<file path="config.mk">
export PLATFORM = sky130hd
export DESIGN_NAME = rmii_rx_framer
export DESIGN_NICKNAME = d
export VERILOG_FILES = /design/src/rtl/rmii_pkg.sv /design/src/rtl/rmii_byte_assembler.sv /design/src/rtl/rmii_rx_framer.sv
export SDC_FILE = /design/constraint.sdc
export NUM_CORES = 1
export LEC_CHECK = 0
export ABC_AREA = 1
export CAP_MARGIN = 20
export CORE_ASPECT_RATIO = 0.8
export CORE_MARGIN = 1.5
export CORE_UTILIZATION = 40
export CTS_BUF_LIST = sky130_fd_sc_hd__clkbuf_8
export CTS_CLUSTER_SIZE = 10
export DETAILED_ROUTE_END_ITERATION = 16
export PLACE_DENSITY = 0.61
export RECOVER_POWER = 50
export SETUP_SLACK_MARGIN = 0.2
export SYNTH_ARGS = -nofsm -noshare
export SYNTH_HDL_FRONTEND = slang
export SYNTH_SLANG_ARGS = --single-unit
</file>
<file path="constraint.sdc">
create_clock -name clk -period 1.9 [get_ports clk]
set_clock_uncertainty 0.2 [all_clocks]
set_input_delay 0.475 -clock clk [delete_from_list [all_inputs] [get_ports clk]]
set_output_delay 0.475 -clock clk [all_outputs]
set_load 0.005 [all_outputs]
</file>
<file path="src/rtl/rmii_pkg.sv">
// Shared types and dibit encodings for the RMII receive path.
package rmii_pkg;

    typedef enum logic [1:0] {
        IDLE,
        PREAMBLE,
        DATA,
        DROP
    } rx_state_t;

    localparam logic [1:0] DIBIT_LEAD = 2'b00;
    localparam logic [1:0] DIBIT_PRE  = 2'b01;
    localparam logic [1:0] DIBIT_SFD  = 2'b11;

endpackage

</file>
<file path="src/rtl/rmii_byte_assembler.sv">
// Packs LSB-first dibits into bytes; byte_vld pulses the cycle after the 4th dibit.
module rmii_byte_assembler (
    input  logic       clk,
    input  logic       rst,
    input  logic       clr,
    input  logic       dibit_vld,
    input  logic [1:0] dibit,
    output logic       byte_vld,
    output logic [7:0] byte_out,
    output logic [1:0] phase
);

    // Only the first three dibits need holding; the fourth goes straight into byte_out.
    logic [5:0] low_bits;

    always_ff @(posedge clk) begin
        // NOTE: sequential state uses non-blocking assignments only, so every flop samples pre-edge values.
        if (rst) begin
            phase    <= 2'd0;
            byte_vld <= 1'b0;
            low_bits <= 6'd0;
            byte_out <= 8'd0;
        end else if (clr) begin
            phase    <= 2'd0;
            byte_vld <= 1'b0;
        end else begin
            byte_vld <= dibit_vld && (phase == 2'd3);
            if (dibit_vld) begin
                phase <= phase + 2'd1;
                case (phase)
                    2'd0:    low_bits[1:0] <= dibit;
                    2'd1:    low_bits[3:2] <= dibit;
                    2'd2:    low_bits[5:4] <= dibit;
                    default: byte_out      <= {dibit, low_bits};
                endcase
            end
        end
    end

endmodule

</file>
<file path="src/rtl/rmii_rx_framer.sv">
// RMII receive framer: preamble/SFD hunt, byte assembly, and start/end/error marking.
module rmii_rx_framer
    import rmii_pkg::*;
#(
    parameter int MIN_PREAMBLE_DIBITS = 8,
    parameter int MAX_FRAME_BYTES     = 1518,
    parameter int CNT_W               = 11
) (
    input  logic             clk,
    input  logic             rst,
    input  logic             crs_dv,
    input  logic [1:0]       rx_data,
    input  logic             rx_err,
    output logic [7:0]       out_data,
    output logic             out_valid,
    output logic             out_sof,
    output logic             out_eof,
    output logic             out_err,
    output logic [CNT_W-1:0] out_len
);

    localparam int               PRE_W   = $clog2(MIN_PREAMBLE_DIBITS + 1);
    localparam logic [PRE_W-1:0] PRE_MIN = PRE_W'(MIN_PREAMBLE_DIBITS);
    localparam logic [CNT_W-1:0] CNT_MAX = CNT_W'(MAX_FRAME_BYTES);

    rx_state_t        state, state_nxt;
    logic [PRE_W-1:0] pre_cnt;
    logic [CNT_W-1:0] byte_cnt;
    logic             err;
    logic             byte_ok;
    logic             first_q;
    logic             sfd_ok;
    logic             dibit_vld;
    logic             byte_done;
    logic             byte_vld;
    logic [7:0]       byte_out;
    logic [1:0]       phase;

    assign sfd_ok    = (state == PREAMBLE) && crs_dv && (rx_data == DIBIT_SFD) && (pre_cnt >= PRE_MIN);
    assign dibit_vld = (state == DATA) && crs_dv;
    assign byte_done = dibit_vld && (phase == 2'd3);

    rmii_byte_assembler u_asm (
        .clk       (clk),
        .rst       (rst),
        .clr       (sfd_ok),
        .dibit_vld (dibit_vld),
        .dibit     (rx_data),
        .byte_vld  (byte_vld),
        .byte_out  (byte_out),
        .phase     (phase)
    );

    always_ff @(posedge clk) begin
        if (rst) state <= DROP;
        else     state <= state_nxt;
    end

    always_comb begin
        // NOTE: default first so every path assigns state_nxt and no latch is inferred.
        state_nxt = state;
        case (state)
            DROP:     if (!crs_dv) state_nxt = IDLE;
            IDLE: begin
                if (crs_dv) begin
                    if (rx_data == DIBIT_PRE)       state_nxt = PREAMBLE;
                    else if (rx_data != DIBIT_LEAD) state_nxt = DROP;
                end
            end
            PREAMBLE: begin
                if (!crs_dv)                    state_nxt = IDLE;
                else if (sfd_ok)                state_nxt = DATA;
                else if (rx_data != DIBIT_PRE)  state_nxt = DROP;
            end
            DATA:     if (!crs_dv) state_nxt = IDLE;
            default:  state_nxt = DROP;
        endcase
    end

    always_ff @(posedge clk) begin
        if (rst) begin
            pre_cnt  <= '0;
            byte_cnt <= '0;
            err      <= 1'b0;
            byte_ok  <= 1'b0;
            first_q  <= 1'b0;
            out_eof  <= 1'b0;
            out_err  <= 1'b0;
            out_len  <= '0;
        end else begin
            out_eof <= 1'b0;
            out_err <= 1'b0;
            out_len <= '0;

            if (state == IDLE && crs_dv && rx_data == DIBIT_PRE)
                pre_cnt <= PRE_W'(1);
            else if (state == PREAMBLE && crs_dv && rx_data == DIBIT_PRE && pre_cnt < PRE_MIN)
                pre_cnt <= pre_cnt + PRE_W'(1);

            if (sfd_ok) begin
                byte_cnt <= '0;
                err      <= 1'b0;
            end
            if (dibit_vld && rx_err) err <= 1'b1;

            // Counting stops at MAX+1 so out_len reports one past the limit on oversize frames.
            if (byte_done) begin
                byte_ok <= (byte_cnt < CNT_MAX);
                first_q <= (byte_cnt == '0);
                if (byte_cnt <= CNT_MAX) byte_cnt <= byte_cnt + CNT_W'(1);
                if (byte_cnt == CNT_MAX) err <= 1'b1;
            end

            if (state == DATA && !crs_dv) begin
                out_eof <= 1'b1;
                out_len <= byte_cnt;
                out_err <= err | (phase != 2'd0) | (byte_cnt == '0);
            end
        end
    end

    assign out_data  = byte_out;
    assign out_valid = byte_vld & byte_ok;
    assign out_sof   = out_valid & first_q;

endmodule

</file>
* After elaboration in Yosys (flattened, before gate mapping)
Cells that the tools add are included.
** Word-level totals
- Flip-flop bits (word level) :: 50
- Output and inout bits :: 23
** Operators by class
- Order comparisons :: 4
- Bitwise logic cells :: 7
- Add/subtract/negate cells :: 3
- Equality and inequality tests :: 14
- Multiplexer cells :: 18
- Reduce and logical (&&, ||, !) cells :: 28
** Operators with widths (number)
- $mux 11 :: 3
- $mux 2 :: 7
- $reduce_and 3->1 :: 4
- $add 11x1->11 const B :: 1
- $eq 11x11->1 const B :: 1
- $le 11x11->1 const B :: 1
- $logic_and 1x1->1 :: 11
- $logic_not 11->1 :: 1
- $lt 11x11->1 const B :: 1
- $eq 2x2->1 const B :: 5
- $reduce_or 2->1 :: 4
- $mux 1 :: 7
- $eq 2x1->1 const B :: 3
- $pmux 2 s3 :: 1
- $reduce_bool 2->1 :: 3
- $add 4x1->4 const B :: 1
- $ge 4x4->1 const B :: 1
- $logic_not 2->1 :: 2
- $lt 4x4->1 const B :: 1
- $ne 2x2->1 const B :: 2
- $ne 4x3->1 const B :: 1
- $reduce_and 4->1 :: 1
- $ne 3x3->1 const B :: 1
- $not 1->1 :: 3
- 6 further kinds :: 8

* Longest topological paths before layout
Gate-level depths: netlist of run 1.
- Depth after elaboration :: 8
- Depth in mapped cells :: 10

* Hierarchy
A second synthesis of run 1 with hierarchy kept.
** Second synthesis, totals
- Cells, all modules :: 349
- Area, all modules :: 2453.6 µm²
** Modules (own cells, without submodules)
- rmii_rx_framer :: instances 1, cells each 238, area each 1684.1 µm²
- rmii_byte_assembler :: instances 1, cells each 111, area each 769.5 µm²

* Worst setup path before layout of run 1
OpenSTA, ideal clock, no wires.
- Kind :: input-to-reg
- From :: input port crs_dv
- To :: register byte_cnt[0]
- Path slack :: 194 ps
- Arrival :: 1394 ps
- Data required time :: 1587 ps
- Stages :: 10
- Path buffers :: 2
- Cell sequence :: buf_4 inv_1 nor2_2 nand2_2 or2_1 buf_6 nand2_1 nand3_1 nand2_1 nor2_1
** Between the ends
- Word-level cells in the longest chain between the ends :: 6
- Elaborated cells between the ends (all ways) :: 8
- Classes of those cells :: mux (3); reduce/logical (5)
** RTL lines
- start, declared :: line rmii_rx_framer.sv:11 : input logic crs_dv,
- $logic_and 1x1->1 (3 in a row) :: line rmii_rx_framer.sv:39 : assign sfd_ok = (state == PREAMBLE) && crs_dv && (rx_data == DIBIT_SFD) && (pre_cnt >= PRE_MIN);
- $mux 11 :: line rmii_rx_framer.sv:100 : if (sfd_ok) begin
- $mux 11 :: line rmii_rx_framer.sv:110 : if (byte_cnt <= CNT_MAX) byte_cnt <= byte_cnt + CNT_W'(1);
- $mux 11 * :: line rmii_rx_framer.sv:107 : if (byte_done) begin
- end signal, assigned :: line rmii_rx_framer.sv:110
- end, declared :: line rmii_rx_framer.sv:28 : logic [CNT_W-1:0] byte_cnt;
Every way passes the cells marked *; elsewhere a longest branch is shown, timed or not.
A chain may end at the register's enable or synchronous reset.

* Final worst setup path of run 1
- From :: input port rst
- To :: register out_err
** Between the ends
- Word-level cells in the longest chain between the ends :: 1
** RTL lines
- start, declared :: line rmii_rx_framer.sv:10 : input logic rst,
- $reduce_or 2->1 (no source line)
- end signal, assigned :: line rmii_rx_framer.sv:117 : out_err <= err | (phase != 2'd0) | (byte_cnt == '0);
- end, declared :: line rmii_rx_framer.sv:18 : output logic out_err,
Every way passes these cells.

==> summary.txt, run 1 <==
Route
  • DR pass1 iterations: 4
  • Residual DRC: 0
  • Antenna viol nets, final: 0
  • Routed met2 length: roughly 2200 um
  • DRT iter0 DRCs: 123
  • Uppermost layer routed: met4
  • WL met1: between 2000 and 3000 um
  • Via count: 2079
  • Average wire per standard cell: between 10 and 15 um
  • WL final: 5256 um
  • DR WL met3: between 200 and 300 um
  • DR vias/cell: ~4.6

Final layout
  • Fill count: roughly 560
  • ANT cells: 0
  • Share of layout cells above drive strength 1: 0.2102
  • Layout Utilization: 0.5378
  • Multi-input combinational cell area: roughly 1100 um^2
  • Reg area: roughly 1000 um^2
  • Final net count: about 390
  • Area Growth Syn to Fin: 27.77%

Power
  • Lkg Pwr: roughly 1.3 nW
  • Combinational fraction of design power: 0.073
  • Switching share of power: 0.2494
  • Switch Pwr: ~0.47 mW
  • Clock power frac: 0.354
  • Pint: 1.421 mW
  • Final Power: 1.893 mW
  • Sequential share of power: 0.573
  • Max VDD drop: 0.0004739 V
  • Pwr dens: ~630 nW/um^2

Worst setup path
  • FF-to-FF setup slack: between 0.2 and 0.3 ns
  • R2r endpoint: byte_cnt[8]
  • WP data required: ~2 ns
  • CP cell instances: clkdlybuf4s50_1 -> nor4_1 -> inv_2 -> nor2_1
  • Crit end category: flop
  • Critical path class: input port to flop
  • Worst stage delay on the critical path: ~0.49 ns
  • Cell at the slowest stage of the critical path: clkdlybuf4s50_1
  • Worst-path fanout max: 12
  • Critical path launch point type: input port
  • Reg2reg start: state[0]
  • Reg2reg path depth: 8
  • Arrival time at the worst endpoint: 1.72 ns

GRT
  • First-pass GRT wire length: 8659 um
  • Initial antenna violation count: 0
  • Vias in the first global route: 1838
  • GRT Total Usage: 0.1811
  • Largest net degree at the start of global routing: 17
  • GRT Residual Overflow: 0

Clock tree
  • Clock Tree Root: clkbuf_8
  • Clk Latency, worst-skew pair: between 0.3 and 0.4 ns
  • H-tree level count: 2
  • Clock slew seen by the registers of the worst setup and hold paths: 0.09 ns
  • CTS tree: built
  • Clock buffer count from CTS: 5
  • Hold-fix buffers, CTS: 0
  • Sink Count: 50
  • CTS Buffer Depth: 2

Synthesis
  • Avg Inst Size Synth: around 7.4 um^2
  • Synth Flop Type: dfxtp_1
  • Adder-Cell Fraction of Synth Area: 0.04815
  • Syn nets: 331
  • Sequential fraction of the synthesis area: 0.4280
  • Synth cell count leaders: 77 x nand2_1, 50 x dfxtp_1, 46 x nor2_1, 34 x inv_1, 31 x a21oi_1
  • Simple-gate portion of the synthesized area: 0.3408
  • EDFF count, synth: 0
  • Top cells by area, synth: dfxtp_1 43%, nand2_1 12%, nor2_1 7.4%, a21oi_1 6.6%, inv_1 5.5%
  • Asr flop ratio synth: 0
  • Post-Syn Area: 2338 um^2
  • Synth Area in Compound Gates: 0.09149
  • Xor and xnor area share after synthesis: 0.007491
  • Number of synthesized register bits: 50
  • Largest family of logic cells by synthesized area: simple AND/OR/NAND/NOR gates
  • Top-count cell post-synth: nand2_1
  • Mux cell area share after synthesis: 0
  • Synth warn: 0
  • Count of different cell masters after synthesis: 31
  • Post-synth top area cell: dfxtp_1
  • Syn Inst Count: between 300 and 400
  • Area share of the largest cell type after synthesis: 0.4280

Run
  • Max-Cap Viols: 0

Floorplanning
  • Initial Util: 0.4209
  • Top Ports: 29
  • Core area: 5555 um^2
  • Die area: 6317 um^2
  • Die X: roughly 90 um
  • Cell Rows: 24
  • DIE HEIGHT: between 70 and 80 um

Timing
  • Final hold vios: 0
  • Max Clk Rate: 600.1 MHz
  • Count of final setup violators: 0
  • Minimum clock period: between 1.5 and 2 ns
  • Final period util: 0.8770
  • Fin. max-slew vios: 0
  • Slew margin rel.: 0.6842
  • RSZ-0062 raised after global routing: no
  • Slew at the pin closest to its max-slew limit: ~0.47 ns

Hold path
  • Hold Path Class: flop to flop
  • Hold path depth: 2
  • Hold endpoint: u_asm.byte_out[4]
  • Hold Path Origin: u_asm.low_bits[4]

Placed design
  • DP HPWL: 3897 um
  • I/O Buffers: 28
  • Gpl congestion: between 0.8 and 0.9

Status
  • Run status: completed
==> sequential cells by signal, summed over array words and instances, names as in the netlist, 2 cells and up <==
name,flops
out_len,11
u_asm.low_bits,6
u_asm.phase,2
pre_cnt,4
byte_cnt,11
u_asm.byte_out,8
state,2
==> cell usage in the layout, fill, tap and decap left out, drive strengths merged, types with 4 or more instances in the layout <==
| master | instances |
|---|---|
| nand3 | 24 |
| inv | 35 |
| nand4 | 4 |
| dfxtp | 50 |
| nor2 | 52 |
| nand2 | 82 |
| a21oi | 31 |
| ha | 9 |
| dlygate4sd2 | 25 |
| clkbuf | 7 |
| o21ai | 9 |
| buf | 28 |
==> timing repair <==
item                                    CTS  global route
endpoints found under the setup margin   62            21
pin swaps                                 0             2
gates resized for setup                  35            19
buffers inserted                          0             1
==> critical path, delay by kind of cell <==
family,cells,cell delay [ns]
buf+inv,2,0.71
simple gates,2,0.53
==> cell type report <==
type                       count  share of cell area
tap                           78             0.03266
clock inverter                 2            0.005863
clock buffer                   6             0.02764
inverter                      36             0.04732
multi-input combinational    221              0.3848
timing repair buffer          56              0.1604
sequential                    50              0.3413
==> worst max-delay path by stage <==
stage | start | to | slack, ns
3_3_place_gp | crs_dv | byte_cnt[1] | -0.33
6_report | rst | out_err | 0.23
2_1_floorplan | crs_dv | byte_cnt[0] | 0.23
3_5_place_dp | crs_dv | byte_cnt[0] | -0.36
5_1_grt | state[0] | u_asm.low_bits[3] | 0.11
4_1_cts | byte_ok | out_sof | 0.20
==> cell families (layout without fill, tap and decap cells) <==
family,after synthesis,in the layout
flip-flops,50,50
XOR/XNOR,2,2
AND/OR/NAND/NOR,168,168
buffers and inverters,45,100
AO/OA/AOI/OAI,42,42
adder cells (fa/ha/maj),9,9
==> power by group through the flow <==
stage	registers, mW	logic, mW	clock network (mW)
floorplan	1.10	0.0865	0
detailed placement	1.11	0.143	0
finish	1.08	0.139	0.670
CTS	1.08	0.141	0.691
global placement	1.11	0.142	0
global route	1.09	0.155	0.729
==> metrics by stage <==
stage | cells | setup TNS [ns] | instance area [um^2] | setup slack (ns) | hold WS [ns]
2_1_floorplan | 316 | 0 | 2342 | 0.2309 | 0.2392
3_3_place_gp | 440 | -8.692 | 2885 | -0.3274 | 0.2488
3_5_place_dp | 440 | -9.754 | 2885 | -0.3577 | 0.2520
4_1_cts | 448 | 0 | 2967 | 0.2049 | 0.2594
5_1_grt | 449 | 0 | 2988 | 0.1150 | 0.2777
6_report | 449 | 0 | 2988 | 0.2337 | 0.2565
==> metal layers <==
metal,global-route usage,vias up
li1,-,1109
met1,0.2701,915
met2,0.2553,47
met3,0.03456,8
met4,0.07292,0
met5,0,-
(Power assumes the default switching activity.)
==> run 2, diff against run 1 <==
Settings changed: HOLD_SLACK_MARGIN from default to 0.06.
==> results of run 2 <==
The final DEF is identical to that of run 1; final timing and power are the same.
==> run 3, diff against run 2 <==
Settings changed: PLACE_DENSITY 0.61 to 0.7.
==> summary.txt, run 3 (synthesis gave the netlist of run 1 again) <==
Status
  • Run status: completed

Final layout
  • Top flop regs: byte_cnt: 11 flops, out_len: 11 flops, u_asm.byte_out: 8 flops
  • ANT cells: 0
  • Layout Utilization: 0.5347
  • Multi-input combinational cell area: approximately 1200 um^2
  • Area Growth Syn to Fin: 27.02%
  • Share of layout cells above drive strength 1: 0.2147
  • Commonest non-fill, non-tap cell in the layout: nand2_1
  • Reg area: 1023 um^2
  • Final Instance Area: 2970 um^2
  • Non-Filler Instances: about 450
  • Most frequent cells in the layout: 76 x nand2_1, 45 x nor2_1, 32 x dfxtp_1
  • Final net count: around 380
  • Fill count: roughly 560

Worst setup path
  • WP data required: 1.91 ns
  • Total stage count of the critical path: 5
  • Cell family with most CP delay: buffers and inverters
  • Worst stage delay on the critical path: ~0.52 ns
  • Worst-path fanout max: 22
  • FF-to-FF setup slack: 0.29 ns
  • Worst setup endpoint: byte_cnt[5]
  • Critical path class: input port to flop
  • Arrival time at the worst endpoint: about 1.7 ns
  • Reg2reg path depth: 8
  • Critical path buffers and inverters: 2
  • R2r endpoint: byte_cnt[8]
  • CP cell instances: clkdlybuf4s50_1 -> clkbuf_2 -> a21oi_1 -> nand2_1 -> nor2_1
  • Setup crit start: rst
  • Critical path launch point type: input port
  • Reg2reg start: u_asm.phase[1]
  • Crit end category: flop
  • Cell at the slowest stage of the critical path: clkdlybuf4s50_1

Route
  • DR pass1 iterations: 5
  • Average wire per standard cell: about 12 um
  • DRT iter0 DRCs: 159
  • Via count: between 2k and 2.5k
  • DR vias/cell: ~4.8
  • Antenna viol nets, final: 0
  • Residual DRC: 0
  • WL final: roughly 5300 um

Power
  • Max VDD drop: 0.0002658 V
  • Pwr dens: between 600 and 700 nW/um^2
  • Combinational fraction of design power: 0.074
  • Switch Pwr: between 0.4 and 0.5 mW
  • Sequential share of power: 0.572
  • Pint: between 1 and 1.5 mW
  • Switching share of power: 0.2519
  • Lkg Pwr: 1.255 nW
  • Clock power frac: 0.354

Timing
  • Minimum clock period: roughly 1.7 ns
  • Sum Neg Setup Slack: 0 ns
  • Worst setup slack after layout: about 0.2 ns
  • Slew margin rel.: 0.6543
  • Final period util: 0.8960
  • RSZ-0062 raised after global routing: yes
  • Count of final setup violators: 0
  • Fin. max-slew vios: 0
  • Final hold vios: 0
  • Max Clk Rate: around 590 MHz
  • Slew at the pin closest to its max-slew limit: 0.5185 ns

Clock tree
  • Sink Count: 50
  • CTS Buffer Depth: 2
  • Hold-fix buffers, CTS: 0
  • H-tree level count: 2
  • Clk Latency, worst-skew pair: between 0.3 and 0.4 ns
  • Clock Tree Root: clkbuf_8
  • Clock buffer count from CTS: 5
  • Clock slew seen by the registers of the worst setup and hold paths: around 0.09 ns
  • CTS tree: built

Placed design
  • I/O Buffers: 28
  • DP HPWL: roughly 3800 um
  • Gpl congestion: a little over 0.8
  • Post-DP Area: 2835 um^2
  • Cells after DPL: between 400 and 500
  • Pre-CTS setup slack: -0.3691 ns

Hold path
  • Hold Path Class: flop to flop

GRT
  • First-pass GRT wire length: 8687 um
  • Vias in the first global route: roughly 1.9k
  • GRT Residual Overflow: 0
  • Initial antenna violation count: 0
  • GRT Total Usage: 0.1785
  • Largest net degree at the start of global routing: 23

Floorplanning
  • Core area: 5555 um^2
  • Cell Rows: 24
  • Die area: ~6300 um^2
  • Initial Util: 0.4209
  • Die X: a little under 90 um
  • Top Ports: 29
  • DIE HEIGHT: around 71 um

Run
  • Max-Cap Viols: 0
==> run 3: worst min path at each step <==
stage / start / cells past startpoint / slack [ns] / endpoint
after floorplan: u_asm.low_bits[0] / 2 / 0.24 / u_asm.low_bits[0]
final: u_asm.byte_out[0] / 2 / 0.26 / u_asm.byte_out[0]
after global placement: u_asm.low_bits[1] / 2 / 0.25 / u_asm.low_bits[1]
after CTS: u_asm.byte_out[0] / 2 / 0.26 / u_asm.byte_out[0]
after detailed placement: u_asm.low_bits[1] / 2 / 0.25 / u_asm.low_bits[1]
after global routing: u_asm.byte_out[5] / 2 / 0.29 / u_asm.byte_out[5]
==> run 3: layer usage <==
layer	GRT usage	vias to the layer above	part of all wire
met2	0.2740	56	0.43
met1	0.2514	973	0.50
li1	-	1096	-
met3	0.03456	7	0.053
met5	0	-	0
met4	0.06250	0	0.012
==> run 3: stage by stage <==
stage	hold slack [ns]	total power, mW
global placement	0.2494	1.244
detailed placement	0.2525	1.250
finish	0.2630	1.897
CTS	0.2639	1.913
floorplan	0.2392	1.190
global route	0.2946	1.965
==> run 3: tightest hold or removal path: stages (launching register included) <==
cell,delay [ns]
dfxtp_2,0.33
nand2_1,0.05
a21oi_1,0.05
==> run 3: area by class of cell <==
| type | count | share of cell area |
|---|---|---|
| Timing Repair Buffer | 53 | 0.1474 |
| Sequential cell | 50 | 0.3446 |
| Tap cell | 78 | 0.03286 |
| Multi-Input combinational cell | 221 | 0.3938 |
| Clock inverter | 2 | 0.005897 |
| Clock buffer | 6 | 0.02780 |
| Inverter | 36 | 0.04760 |
==> run 3: power groups by stage <==
| stage | Clock (mW) | Sequential [mW] | Combinational (mW) |
|---|---|---|---|
| 3_5_place_dp | 0 | 1.11 | 0.142 |
| 4_1_cts | 0.689 | 1.08 | 0.141 |
| 3_3_place_gp | 0 | 1.11 | 0.138 |
| 6_report | 0.671 | 1.09 | 0.141 |
| 5_1_grt | 0.719 | 1.09 | 0.157 |
| 2_1_floorplan | 0 | 1.10 | 0.0865 |
==> run 3: what timing repair did <==
item / 4_1_cts / 5_1_grt
cloned: 0 / 0
setup buffers: 1 / 2
gates resized for setup: 40 / 20
pin swaps: 0 / 3
setup endpoints to repair: 62 / 23
